$ cat src/rtl/vid_pkg.sv
`default_nettype none
// ============================================================================
//  Module   : vid_pkg
//  Brief    : Shared widths, register map and reset constants for the
//             horizontal timing controller.
//  Revision : 1.0  initial release
// ============================================================================
package vid_pkg;

  localparam int VID_W = 12;

  localparam logic [2:0] VREG_PERIOD   = 3'd0;
  localparam logic [2:0] VREG_HS_START = 3'd1;
  localparam logic [2:0] VREG_HS_END   = 3'd2;
  localparam logic [2:0] VREG_HB_START = 3'd3;
  localparam logic [2:0] VREG_HB_END   = 3'd4;
  localparam logic [2:0] VREG_HALF     = 3'd5;

  localparam logic [VID_W-1:0] VID_PERIOD_RST = 12'd844;

endpackage
`default_nettype wire

$ cat src/rtl/vid_hcount_ctl_match12.sv
`default_nettype none
// ============================================================================
//  Module   : match12
//  Brief    : 12-bit all-ones equality decode, two 6-input NAND terms + NOR.
//  Revision : 1.0  initial release
// ============================================================================
module match12
  import vid_pkg::*;
(
  input  logic [VID_W-1:0] value,
  input  logic [VID_W-1:0] target,
  output logic             eq
);

  logic [VID_W-1:0] w_same;
  logic             w_nand_lo;
  logic             w_nand_hi;

  assign w_same    = ~(value ^ target);
  assign w_nand_lo = ~(&w_same[5:0]);
  assign w_nand_hi = ~(&w_same[11:6]);
  assign eq        = ~(w_nand_lo | w_nand_hi);

endmodule
`default_nettype wire

$ cat src/rtl/vid_hcount_ctl.sv
`default_nettype none
// ============================================================================
//  Module   : vid_hcount_ctl
//  Brief    : Programmable horizontal counter with line_end/hsync/hblank and
//             shadowed timing registers applied at line wrap.
//             Optional macro VID_HALFLINE_EN adds half register and half_line.
//  Revision : 1.0  initial release
// ============================================================================
module vid_hcount_ctl
  import vid_pkg::*;
#(
  parameter int             W          = VID_W,
  parameter logic [W-1:0]   PERIOD_RST = VID_PERIOD_RST
) (
  input  logic         clk,
  input  logic         reset,
  input  logic         en,
  input  logic         wr,
  input  logic [2:0]   waddr,
  input  logic [W-1:0] wdata,
  output logic [W-1:0] hcount,
  output logic         line_end,
  output logic         hsync,
`ifdef VID_HALFLINE_EN
  output logic         half_line,
`endif
  output logic         hblank
);

`ifdef VID_HALFLINE_EN
  localparam int c_nreg = 6;
`else
  localparam int c_nreg = 5;
`endif
  localparam logic [2:0]   c_last_addr = 3'(c_nreg - 1);
  localparam logic [W-1:0] c_one       = {{(W-1){1'b0}}, 1'b1};

  logic [W-1:0]      r_hcount;
  logic              r_line_end;
  logic              r_hsync;
  logic              r_hblank;
  logic [W-1:0]      r_shadow [c_nreg];
  logic [W-1:0]      r_active [c_nreg];
  logic [c_nreg-1:0] w_eq;

  for (genvar i = 0; i < c_nreg; i++) begin : g_match
    match12 u_match (
      .value  (r_hcount),
      .target (r_active[i]),
      .eq     (w_eq[i])
    );
  end

  always_ff @(posedge clk) begin
    if (reset) begin
      r_hcount   <= '0;
      r_line_end <= 1'b0;
      r_hsync    <= 1'b0;
      r_hblank   <= 1'b0;
      for (int i = 0; i < c_nreg; i++) begin
        r_shadow[i] <= '0;
        r_active[i] <= '0;
      end
      r_shadow[VREG_PERIOD] <= PERIOD_RST;
      r_active[VREG_PERIOD] <= PERIOD_RST;
    end else begin
      if (wr && (waddr <= c_last_addr)) begin
        r_shadow[waddr] <= wdata;
      end
      r_line_end <= en & w_eq[VREG_PERIOD];
      if (en) begin
        r_hcount <= w_eq[VREG_PERIOD] ? '0 : r_hcount + c_one;
        // End match wins so equal start/end never produces a pulse.
        if (w_eq[VREG_HS_END]) begin
          r_hsync <= 1'b0;
        end else if (w_eq[VREG_HS_START]) begin
          r_hsync <= 1'b1;
        end
        if (w_eq[VREG_HB_END]) begin
          r_hblank <= 1'b0;
        end else if (w_eq[VREG_HB_START]) begin
          r_hblank <= 1'b1;
        end
        // Active takes the pre-write shadow; a same-cycle write lands next wrap.
        if (w_eq[VREG_PERIOD]) begin
          r_active <= r_shadow;
        end
      end
    end
  end

`ifdef VID_HALFLINE_EN
  logic r_half_line;

  always_ff @(posedge clk) begin
    if (reset) begin
      r_half_line <= 1'b0;
    end else begin
      r_half_line <= en & w_eq[VREG_HALF];
    end
  end

  assign half_line = r_half_line;
`endif

  assign hcount   = r_hcount;
  assign line_end = r_line_end;
  assign hsync    = r_hsync;
  assign hblank   = r_hblank;

endmodule
`default_nettype wire

$ cat config.mk
export PLATFORM = sky130hd
export DESIGN_NAME = vid_hcount_ctl
export DESIGN_NICKNAME = d
export VERILOG_FILES = /design/src/rtl/vid_pkg.sv /design/src/rtl/vid_hcount_ctl_match12.sv /design/src/rtl/vid_hcount_ctl.sv
export SDC_FILE = /design/constraint.sdc
export NUM_CORES = 1
export LEC_CHECK = 0
export CAP_MARGIN = 10
export CORE_AREA = 2 2 118 120
export CTS_BUF_LIST = sky130_fd_sc_hd__clkbuf_8
export DETAILED_ROUTE_END_ITERATION = 8
export DIE_AREA = 0 0 120 122
export GPL_ROUTABILITY_DRIVEN = 0
export SLEW_MARGIN = 20
export SYNTH_ARGS = -nofsm -noshare
export SYNTH_HDL_FRONTEND = slang
export SYNTH_SLANG_ARGS = --single-unit
$ cat constraint.sdc
create_clock -name clk -period 3.5 [get_ports clk]
set_input_delay 0.7 -clock clk [delete_from_list [all_inputs] [get_ports clk]]
set_output_delay 0.7 -clock clk [all_outputs]
set_load 0.02 [all_outputs]
==> qor.yml <==
cp-end-kind: "output pin"
synth_top_area_share_pct: 45.8
grt_pass1_wl_um: 23700
die-width_um: 120
grt_antenna_before_repair: 0
synth_fp_nets: 708
max-clock-path-buffers: 2
postCtsHoldBufs: 0
routedWlPerCell_um: 17.1
synth-edff-count: 0
synth_cell_types: 30
diodes: 0
worstPathRequired_ns: 2.80
ys_ff_latch: 135
fmax_mhz: 375
cts_resized: 0
holdWs_ns: 0.458
core_area_sq_um: 13500
setup_slack_ns: 0.833
powerDensity_nw_per_um2: 460
run_status: "complete, no violations"
synthTopCellsByArea: "dfxtp_1 46%, nand2_1 15%, mux2i_1 10%, xnor2_1 6.8%, a21oi_1 4.7%"
yosysWarnings: 0
clk_pin_slew_ns: 0.07
std_cell_rows: 43
synth_cells: 688
r2r_cells: 5
rsz0062_at_grt: "false"
io_buffers: 33
grt_max_degree: 119
die_y_um: 122
path_cells: "clkdlybuf4s50_1"
syn-cell-area_sq_um: 5910
cts_setup_buffers: 0
final_hold_viol_count: 0
critPathBufInv: 1
grtUsageTotal_pct: 21.6
crit_path_start_kind: "flip-flop"
crit_family: "flip-flops"
cp.arrival_ns: 1.97
yosys-top-cells-count: "238 x nand2_1, 135 x dfxtp_1, 61 x mux2i_1"
hold_path_class: "reg2reg"
crit_path_top_delay_cell: "dfxtp_1"
start_util_pct: 43.7
routed_via_density: 5.15
overflow: 0
cts_buffers: 17
max_slew_margin_pct: 41.7
drive_above_1_share_pct: 6.23
antenna_left: 0
clock-sinks: 135
syn2layout_area_growth_pct: 11.2
firstDrtPassIters: 4
worst_clock_skew_ns: 0.00984
avgSynthCellArea_sq_um: 8.59
crit_cells: 1
insertion_delay_ns: 0.44
setup_tns_ns: 0
yosysTopAreaCell: "dfxtp_1"
cts_tree: "built"
hold_depth: 2
critPathKind: "reg2out"
async_flop_share_pct: 0
ys.flop_type: "dfxtp_1"
drt_iter0_drc: 377
finalMaxSlewViolations: 0
dieArea_sq_um: 14600
pre_cts_slack_ns: 0.774
dp_hpwl_um: 9780
worstPathMaxFanout: 10
nets: 715
maxCapViolations: 0
io-pin-count: 34
setup_violations: 0
htreeDepth: 4
final_util_pct: 48.6
vias: 4560
drt_wl_total_um: 15200
worst_pin_slew_ns: 0.875
peakVddDrop_v: 0.000236
drc: 0
critPathMaxStageDelay_ns: 0.79
grt_pass1_vias: 4309
power_mw: 3.02
min_period_ns: 2.67
post-route-period-util_pct: 76.2
yosysMostFrequentCell: "nand2_1"
cts_root_buf: "clkbuf_8"
seq_area_frac_synth_pct: 45.8
p_leak_nw: 2.21
-- path summary, 6_finish.rpt --
| check | start | end | slack, ns |
|---|---|---|---|
| setup / recovery | hcount[6]$_SDFFE_PP0P_ | hcount[6] | 0.83 |
| hold / removal | r_shadow[33]$_SDFFE_PP0P_ | r_shadow[33]$_SDFFE_PP0P_ | 0.46 |
| setup reg to reg | hcount[6]$_SDFFE_PP0P_ | r_active[29]$_SDFFE_PP0P_ | 1.09 |
| hold reg to reg | r_shadow[33]$_SDFFE_PP0P_ | r_shadow[33]$_SDFFE_PP0P_ | 0.46 |
-- metrics by stage --
stage	instance area, sq um	cells
after detailed placement	6170	856
after global routing	6570	886
after floorplan	5910	688
after CTS	6560	886
after global placement	6170	856
final	6570	886
-- power by group --
group	total [mW]	internal [mW]	switching, mW
clock network	1.27	0.694	0.579
logic	0.173	0.0601	0.113
registers	1.58	1.56	0.0224
-- sequential cells by signal, summed over array words and instances, names as in the netlist --
register and flops:
hsync 1, r_shadow 60, hblank 1, hcount 12
r_active 60, line_end 1
-- per-layer routing --
layer | up-vias | share of wire, % | track usage (%)
met5 | - | 0 | 0
met4 | 0 | 2.8 | 9.78
met3 | 22 | 7.0 | 5.34
met2 | 143 | 42 | 30.9
met1 | 2145 | 48 | 30.6
li1 | 2250 | - | -
-- area by class of cell --
type	instances	area, sq um
Fill cell	1325	6940
Sequential cell	135	2700
Tap cell	180	225
Inverter	1	5.00
Timing Repair Buffer	42	409
Multi-Input combinational cell	498	2840
Clock buffer	21	289
Clock inverter	9	100
-- cells in the final DEF (no fill, tap or decap), types with 2 or more instances in the layout --
master / n
nand4_1: 10
nand3b_1: 2
bufinv_16: 2
and2_1: 2
dfxtp_1: 135
clkbuf_8: 21
o221a_2: 2
a21oi_1: 55
clkinv_2: 6
nor3_1: 11
mux2i_1: 61
clkdlybuf4s50_1: 32
xor2_1: 24
nor4_1: 6
and3_1: 5
and3b_1: 2
clkinvlp_4: 2
nor2_1: 11
buf_4: 7
nand2_1: 238
nand3_1: 16
xnor2_1: 46
-- kinds of logic after synthesis --
group                    share of synthesized area (%)
multiplexers                                      10.3
flip-flops                                        45.8
adder cells (fa/ha/maj)                          0.212
AND/OR/NAND/NOR                                   21.7
AO/OA/AOI/OAI                                     5.25
buffers and inverters                             6.40
XOR/XNOR                                          10.4
No activity file was read; power rests on OpenSTA's default activity.
